## src/rtl/fft8.sv

```systemverilog
// Pipelined 8-point radix-2 DIT FFT on real Q8.8 samples; complex Q8.8 output, no scaling.
// Four register stages (input, stage 1, stage 2, output), one transform per clock.
module fft8 (
    input  logic        clk,
    input  logic        rst,
    input  logic [15:0] inp1,
    input  logic [15:0] inp2,
    input  logic [15:0] inp3,
    input  logic [15:0] inp4,
    input  logic [15:0] inp5,
    input  logic [15:0] inp6,
    input  logic [15:0] inp7,
    input  logic [15:0] inp8,
    output logic [15:0] out1_real,
    output logic [15:0] out2_real,
    output logic [15:0] out3_real,
    output logic [15:0] out4_real,
    output logic [15:0] out5_real,
    output logic [15:0] out6_real,
    output logic [15:0] out7_real,
    output logic [15:0] out8_real,
    output logic [15:0] out1_imag,
    output logic [15:0] out2_imag,
    output logic [15:0] out3_imag,
    output logic [15:0] out4_imag,
    output logic [15:0] out5_imag,
    output logic [15:0] out6_imag,
    output logic [15:0] out7_imag,
    output logic [15:0] out8_imag,
    output logic        out_stb
);

    localparam logic signed [31:0] TwC = 32'sd181;

    // Held in bit-reversed order: x0,x4,x2,x6,x1,x5,x3,x7.
    logic signed [15:0] in_q     [8];
    logic signed [15:0] s1_q     [8];
    logic signed [15:0] s1_d     [8];
    logic signed [15:0] s2_re_q  [8];
    logic signed [15:0] s2_im_q  [8];
    logic signed [15:0] s2_re_d  [8];
    logic signed [15:0] s2_im_d  [8];
    logic signed [15:0] out_re_q [8];
    logic signed [15:0] out_im_q [8];
    logic signed [15:0] out_re_d [8];
    logic signed [15:0] out_im_d [8];
    logic signed [15:0] tw_re    [4];
    logic signed [15:0] tw_im    [4];
    logic        [2:0]  fill_q;

    // Multiply by C (~0.7071), floor shift by 8, keep low 16 bits.
    function automatic logic signed [15:0] cmul(input logic signed [15:0] v);
        logic signed [31:0] p;
        p = $signed({{16{v[15]}}, v}) * TwC;
        return 16'(p >>> 8);
    endfunction

    // Stage 1: W^0 butterflies on real inputs only.
    always_comb begin
        for (int i = 0; i < 4; i++) begin
            s1_d[2*i]   = in_q[2*i] + in_q[2*i+1];
            s1_d[2*i+1] = in_q[2*i] - in_q[2*i+1];
        end
    end

    // Stage 2: span-2 butterflies; W^2 = -j applied to a purely real operand.
    always_comb begin
        for (int g = 0; g < 2; g++) begin
            s2_re_d[4*g]   = s1_q[4*g] + s1_q[4*g+2];
            s2_im_d[4*g]   = 16'sd0;
            s2_re_d[4*g+2] = s1_q[4*g] - s1_q[4*g+2];
            s2_im_d[4*g+2] = 16'sd0;
            s2_re_d[4*g+1] = s1_q[4*g+1];
            s2_im_d[4*g+1] = -s1_q[4*g+3];
            s2_re_d[4*g+3] = s1_q[4*g+1];
            s2_im_d[4*g+3] = s1_q[4*g+3];
        end
    end

    // Stage 3: twiddle the lower half, then span-4 butterflies into natural order.
    always_comb begin
        logic signed [15:0] sum1, dif1, dif3, nsum3;
        sum1  = s2_re_q[5] + s2_im_q[5];
        dif1  = s2_im_q[5] - s2_re_q[5];
        dif3  = s2_im_q[7] - s2_re_q[7];
        nsum3 = -(s2_re_q[7] + s2_im_q[7]);
        tw_re[0] = s2_re_q[4];
        tw_im[0] = s2_im_q[4];
        tw_re[1] = cmul(sum1);
        tw_im[1] = cmul(dif1);
        tw_re[2] = s2_im_q[6];
        tw_im[2] = -s2_re_q[6];
        tw_re[3] = cmul(dif3);
        tw_im[3] = cmul(nsum3);
        for (int k = 0; k < 4; k++) begin
            out_re_d[k]   = s2_re_q[k] + tw_re[k];
            out_im_d[k]   = s2_im_q[k] + tw_im[k];
            out_re_d[k+4] = s2_re_q[k] - tw_re[k];
            out_im_d[k+4] = s2_im_q[k] - tw_im[k];
        end
    end

    always_ff @(posedge clk or negedge rst) begin
        if (!rst) begin
            for (int i = 0; i < 8; i++) begin
                in_q[i]     <= '0;
                s1_q[i]     <= '0;
                s2_re_q[i]  <= '0;
                s2_im_q[i]  <= '0;
                out_re_q[i] <= '0;
                out_im_q[i] <= '0;
            end
            fill_q <= '0;
        end else begin
            in_q[0] <= inp1;
            in_q[1] <= inp5;
            in_q[2] <= inp3;
            in_q[3] <= inp7;
            in_q[4] <= inp2;
            in_q[5] <= inp6;
            in_q[6] <= inp4;
            in_q[7] <= inp8;
            for (int i = 0; i < 8; i++) begin
                s1_q[i]     <= s1_d[i];
                s2_re_q[i]  <= s2_re_d[i];
                s2_im_q[i]  <= s2_im_d[i];
                out_re_q[i] <= out_re_d[i];
                out_im_q[i] <= out_im_d[i];
            end
            if (fill_q != 3'd7) begin
                fill_q <= fill_q + 3'd1;
            end
        end
    end

    // Pipeline is full once four edges have passed since reset release.
    assign out_stb = fill_q[2];

    assign out1_real = out_re_q[0];
    assign out2_real = out_re_q[1];
    assign out3_real = out_re_q[2];
    assign out4_real = out_re_q[3];
    assign out5_real = out_re_q[4];
    assign out6_real = out_re_q[5];
    assign out7_real = out_re_q[6];
    assign out8_real = out_re_q[7];
    assign out1_imag = out_im_q[0];
    assign out2_imag = out_im_q[1];
    assign out3_imag = out_im_q[2];
    assign out4_imag = out_im_q[3];
    assign out5_imag = out_im_q[4];
    assign out6_imag = out_im_q[5];
    assign out7_imag = out_im_q[6];
    assign out8_imag = out_im_q[7];

endmodule

```

## config.mk

```make
export PLATFORM = sky130hd
export DESIGN_NAME = fft8
export DESIGN_NICKNAME = d
export VERILOG_FILES = /design/src/rtl/fft8.sv
export SDC_FILE = /design/constraint.sdc
export NUM_CORES = 2
export LEC_CHECK = 0
export CAP_MARGIN = 40
export CORE_ASPECT_RATIO = 1.1
export CORE_MARGIN = 2
export CORE_UTILIZATION = 60
export DETAILED_ROUTE_END_ITERATION = 8
export GPL_ROUTABILITY_DRIVEN = 0
export HOLD_SLACK_MARGIN = 0.05
export PLACE_DENSITY_LB_ADDON = 0.08
export SYNTH_ARGS = -nofsm -noshare
export SYNTH_HDL_FRONTEND = slang
export SYNTH_SLANG_ARGS = --single-unit
```

## constraint.sdc

```tcl
create_clock -name clk -period 18 [get_ports clk]
set_clock_uncertainty 0.2 [all_clocks]
set_input_delay 5.4 -clock clk [delete_from_list [all_inputs] [get_ports clk]]
set_output_delay 5.4 -clock clk [all_outputs]
set_load 0.03 [all_outputs]
```

* Word-level counts from Yosys, hierarchy flattened *
Index checks and enable logic that the tools add are counted.

cells by class
  multipliers = 4
  add/sub/neg operators = 32
  eq/ne operators = 1

operator list
  operator                                             number
  adder 16 bit                                         13
  subtractor 16 bit                                    13
  multiplier 16 x 9 -> 24 bit (second input constant)  4
  negator 16 bit                                       4
  subtractor 1 x 16 -> 16 bit (first input constant)   1
  adder 3 x 1 -> 3 bit (second input constant)         1
  != test 3 bit (second input constant)                1

word-level totals
  register bits after elaboration = 627

* Depth between registers and ports, before layout *
  depth after elaboration = 4
  depth in mapped cells = 39
  gate-level depth less buffers = 39

* Worst setup path before layout *
No wires, ideal clock.

  path kind = reg2reg
  from = reg s2_re_q[1] in the netlist's numbering
  to = reg out_im_q, in the netlist out8_imag[15]
  stages on the path, launching flop included = 38
  path slack = 9,429 ps
  arrival time = 8,241 ps
  library setup time = 130 ps
  path buffers = 1
  period minus slack after synthesis = 8,571 ps
  cell sequence = dfrtp_1 > inv_1 > ha_1 > ha_1 > fa_1 > a211oi_1 > o21ai_0 > a31o_2 > o31ai_2 > inv_1 > a31oi_1 > xnor2_1 > ha_1 > inv_1 > fa_1 > inv_1 > fa_1 > inv_1 > (+2 left out) > ha_1 > and2_1 > o2111ai_1 > nand2_1 > a21o_1 > and2_1 > o21a_1 > nor2_1 > ha_1 > clkbuf_1 > or3_1 > nor3b_1 > or3_1 > o21ai_0 > nor3_1 > a211oi_1 > o31ai_1 > xnor2_1

RTL lines
  element                            RTL line  RTL
  from (decl)                        39        logic signed [15:0] s2_re_q [8];
  from (signal, indexed assignment)  125       s2_re_q[i] <= s2_re_d[i];
  to (signal, indexed assignment)    128       out_im_q[i] <= out_im_d[i];
  to (decl)                          44        logic signed [15:0] out_im_q [8];

==> metrics.json <==
{
  "report.final.setup_viol": {"value": 0},
  "netlist_area": {"value": 44200, "unit": "µm²"},
  "cts.repair_timing.setup_buffer_count": {"value": 0},
  "synth_cell_type_count": {"value": 78},
  "placement.io_buffers": {"value": 354},
  "drt-total-wl": {"value": 97400, "unit": "µm"},
  "grt_overflow_total": {"value": 0},
  "yosysTopAreaCell": {"value": "sky130_fd_sc_hd__dfrtp_1"},
  "timing.max_slew.rel_slack": {"value": 0.381},
  "syn_inst": {"value": 4396},
  "timing.rr.start": {"value": "s2_re_q[1]"},
  "synthesis_warning_total": {"value": 0},
  "number_of_sinks_handled_by_clock_tree_synthesis": {"value": 613},
  "unrepaired_setup_endpoints_after_global_routing": {"value": "no"},
  "post-synth-top-area-fraction": {"value": 0.347},
  "ys_async_sr_fraction": {"value": 1.00},
  "floorplan.die_area": {"value": 75900, "unit": "µm²"},
  "antenna_violations_before_repair": {"value": 2},
  "core_area": {"value": 73000, "unit": "µm²"},
  "synth_common_cells": {"value": "sky130_fd_sc_hd__inv_1 (810), sky130_fd_sc_hd__ha_1 (682), sky130_fd_sc_hd__dfrtp_1 (613)"},
  "routed_via_density": {"value": 5.29},
  "min_period": {"value": 9.37, "unit": "ns"},
  "timing.critical_path.arrival": {"value": 9.64, "unit": "ns"},
  "critical-path-max-stage-delay": {"value": 0.52, "unit": "ns"},
  "main_area_contributors_after_synthesis": {"value": "sky130_fd_sc_hd__dfrtp_1 (35%), sky130_fd_sc_hd__ha_1 (19%), sky130_fd_sc_hd__fa_1 (8.4%)"},
  "routed_wire_length_per_instance": {"value": 16.9, "unit": "µm"},
  "ys_seq_elements": {"value": 613},
  "floorplan.initialDensity": {"value": 0.606},
  "holdPathStages": {"value": 0},
  "grt_first_pass_wirelength": {"value": 159000, "unit": "µm"},
  "synth.yosys.seq_area_share": {"value": 0.347},
  "crit_path_start_kind": {"value": "flip-flop"},
  "detailedPlacementHpwl": {"value": 79000, "unit": "µm"},
  "worstReg2RegEnd": {"value": "out8_imag[15]"},
  "avgSynthCellArea": {"value": 10.1, "unit": "µm²"},
  "post-synth-top-count-cell": {"value": "sky130_fd_sc_hd__inv_1"},
  "run_status": {"value": "complete, no violations"},
  "nNetsFinal": {"value": 5741},
  "reg2regPathDepth": {"value": 36},
  "drt_iter0_drc": {"value": 1614},
  "cp_slowest_cell": {"value": "sky130_fd_sc_hd__fa_1"},
  "count_of_hold_buffers_inserted_by_post_cts_repair": {"value": 0},
  "cts.root.buffer_cell": {"value": "sky130_fd_sc_hd__clkbuf_16"},
  "antenna_violating_nets_post_route": {"value": 0},
  "chipHeight": {"value": 289, "unit": "µm"},
  "chipWidth": {"value": 263, "unit": "µm"},
  "synth_enable_flop_cells": {"value": 0},
  "r2r_setup_slack": {"value": 8.63, "unit": "ns"},
  "drive_above_1_share": {"value": 0.0350},
  "cts-buffers-inserted": {"value": 66},
  "fmax": {"value": 0.107, "unit": "GHz"},
  "htree_depth": {"value": 3},
  "grt_pass1_vias": {"value": 30900},
  "crit_path_end": {"value": "out8_imag[15]"},
  "cts.clk_slew.worst_paths": {"value": 0.06, "unit": "ns"},
  "crit_path_max_fanout": {"value": 10},
  "worst_pin_slew": {"value": 0.929, "unit": "ns"},
  "post-route-drc-count": {"value": 0},
  "report.final.slew_viol_count": {"value": 0},
  "ctsLongestPathBuffers": {"value": 3},
  "utilization": {"value": 0.698},
  "worst_setup_path_category": {"value": "flip-flop to flip-flop"},
  "maxCapViolations": {"value": 0},
  "synth-main-ff-cell": {"value": "sky130_fd_sc_hd__dfrtp_1"},
  "cp_data_required_time": {"value": 18.27, "unit": "ns"},
  "flow.area_growth_from_synthesis": {"value": 15.2, "unit": "%"},
  "min-delay-path-class": {"value": "flip-flop to flip-flop"},
  "detailroute.via_count": {"value": 30400},
  "setup.worst_path.start": {"value": "s2_re_q[1]"},
  "cts_tree": {"value": "built"},
  "fin_hold_ws": {"value": 0.124, "unit": "ns"},
  "drt_pass1_iterations": {"value": 5},
  "finalSetupTns": {"value": 0, "unit": "ns"},
  "clock_latency": {"value": 0.61, "unit": "ns"},
  "grt_usage": {"value": 0.262},
  "ios": {"value": 387},
  "crit_path_end_kind": {"value": "flip-flop"},
  "post-route-period-util": {"value": 0.520},
  "maximum_number_of_pins_on_one_net_before_global_route_repair": {"value": 169},
  "row_count": {"value": 104},
  "hold_viol_final": {"value": 0},
  "post_cts_resize_count": {"value": 0},
  "crit_path_most_repeated_cell": {"value": "sky130_fd_sc_hd__inv_1"}
}
==> how the worst min path moves through the flow <==
stage	to	slack, ns	from
CTS	s2_re_q[71]	0.12	s1_q[103]
global placement	s2_re_q[76]	0.13	s1_q[108]
global route	s2_re_q[71]	0.14	s1_q[103]
finish	s2_re_q[71]	0.12	s1_q[103]
detailed placement	s2_re_q[15]	0.13	s1_q[47]
floorplan	out7_real[10]	0.13	s2_re_q[90]
==> cells by family after synthesis <==
| kind of cell | count (synthesis) | share of synthesized area |
|---|---|---|
| flops | 613 | 0.347 |
| fa+ha+maj | 867 | 0.277 |
| xor+xnor | 478 | 0.0950 |
| simple gates | 780 | 0.0869 |
| other cells | 1 | 0.0000848 |
| compound gates | 727 | 0.110 |
| buf+inv | 926 | 0.0835 |
| mux | 4 | 0.000962 |
==> worst max-delay path, delay by kind of cell, from the launching register on <==
family,cells,cell delay (ns)
adders and majority gates,9,3.61
and+or+nand+nor,8,1.66
DFF,1,0.44
AOI/OAI and AO/OA,11,2.49
buffers and inverters,6,0.44
xor gates and xnor gates,2,0.42
==> cell usage in the layout, fill, tap and decap left out, types with 27 or more instances in the layout <==
master and n:
sky130_fd_sc_hd__clkdlybuf4s50_1 353, sky130_fd_sc_hd__dfrtp_1 613, sky130_fd_sc_hd__fa_1 185, sky130_fd_sc_hd__a21o_1 43, sky130_fd_sc_hd__and2_1 27, sky130_fd_sc_hd__o21ai_0 94, sky130_fd_sc_hd__and3_1 36, sky130_fd_sc_hd__ha_1 682
sky130_fd_sc_hd__nand2b_1 47, sky130_fd_sc_hd__nor3_1 97, sky130_fd_sc_hd__or3_1 42, sky130_fd_sc_hd__a211oi_1 31, sky130_fd_sc_hd__nand3_1 48, sky130_fd_sc_hd__inv_1 810, sky130_fd_sc_hd__nor2_1 262, sky130_fd_sc_hd__conb_1 32
sky130_fd_sc_hd__clkbuf_16 66, sky130_fd_sc_hd__o21a_1 30, sky130_fd_sc_hd__a21oi_1 239, sky130_fd_sc_hd__nor2b_1 46, sky130_fd_sc_hd__nand2_1 106, sky130_fd_sc_hd__xor2_1 146, sky130_fd_sc_hd__o21bai_1 88, sky130_fd_sc_hd__xnor2_1 330
==> cell type report <==
class	instances	area, µm²
multi-input cells	2888	25300
flip-flops and latches	613	15300
clock inverters	35	558
repair buffers	364	3680
fillers	5588	22100
well taps	954	1190
diodes	2	5.00
clock buffers	85	1810
inverters	811	3040
==> metal layers <==
layer	share of wire	track usage	wire, µm
met1	0.43	0.338	42100
met2	0.51	0.469	49500
met3	0.035	0.0298	3450
met4	0.024	0.0703	2320
met5	0	0	0
==> registers in the layout (all words and copies together), names as in the netlist <==
register / cells
out3_imag: 16
out6_real: 16
out4_imag: 15
s2_re_q: 94
out8_real: 16
out4_real: 15
in_q: 128
s2_im_q: 62
out6_imag: 16
out2_imag: 15
out1_real: 15
s1_q: 124
out2_real: 15
fill_q: 3
out5_real: 16
out7_real: 16
out7_imag: 15
out8_imag: 16
==> stage by stage <==
stage | setup slack [ns] | instances | cell area, µm²
2_1_floorplan | 9.43 | 4427 | 44300
3_3_place_gp | 8.97 | 5627 | 48500
3_5_place_dp | 8.71 | 5630 | 48500
4_1_cts | 8.66 | 5750 | 50900
5_1_grt | 8.00 | 5750 | 50900
6_report | 8.63 | 5752 | 50900
Power is left out: the tool's default activity adds up to more than one toggle a clock period on the data nets, which glitch-free logic cannot reach.
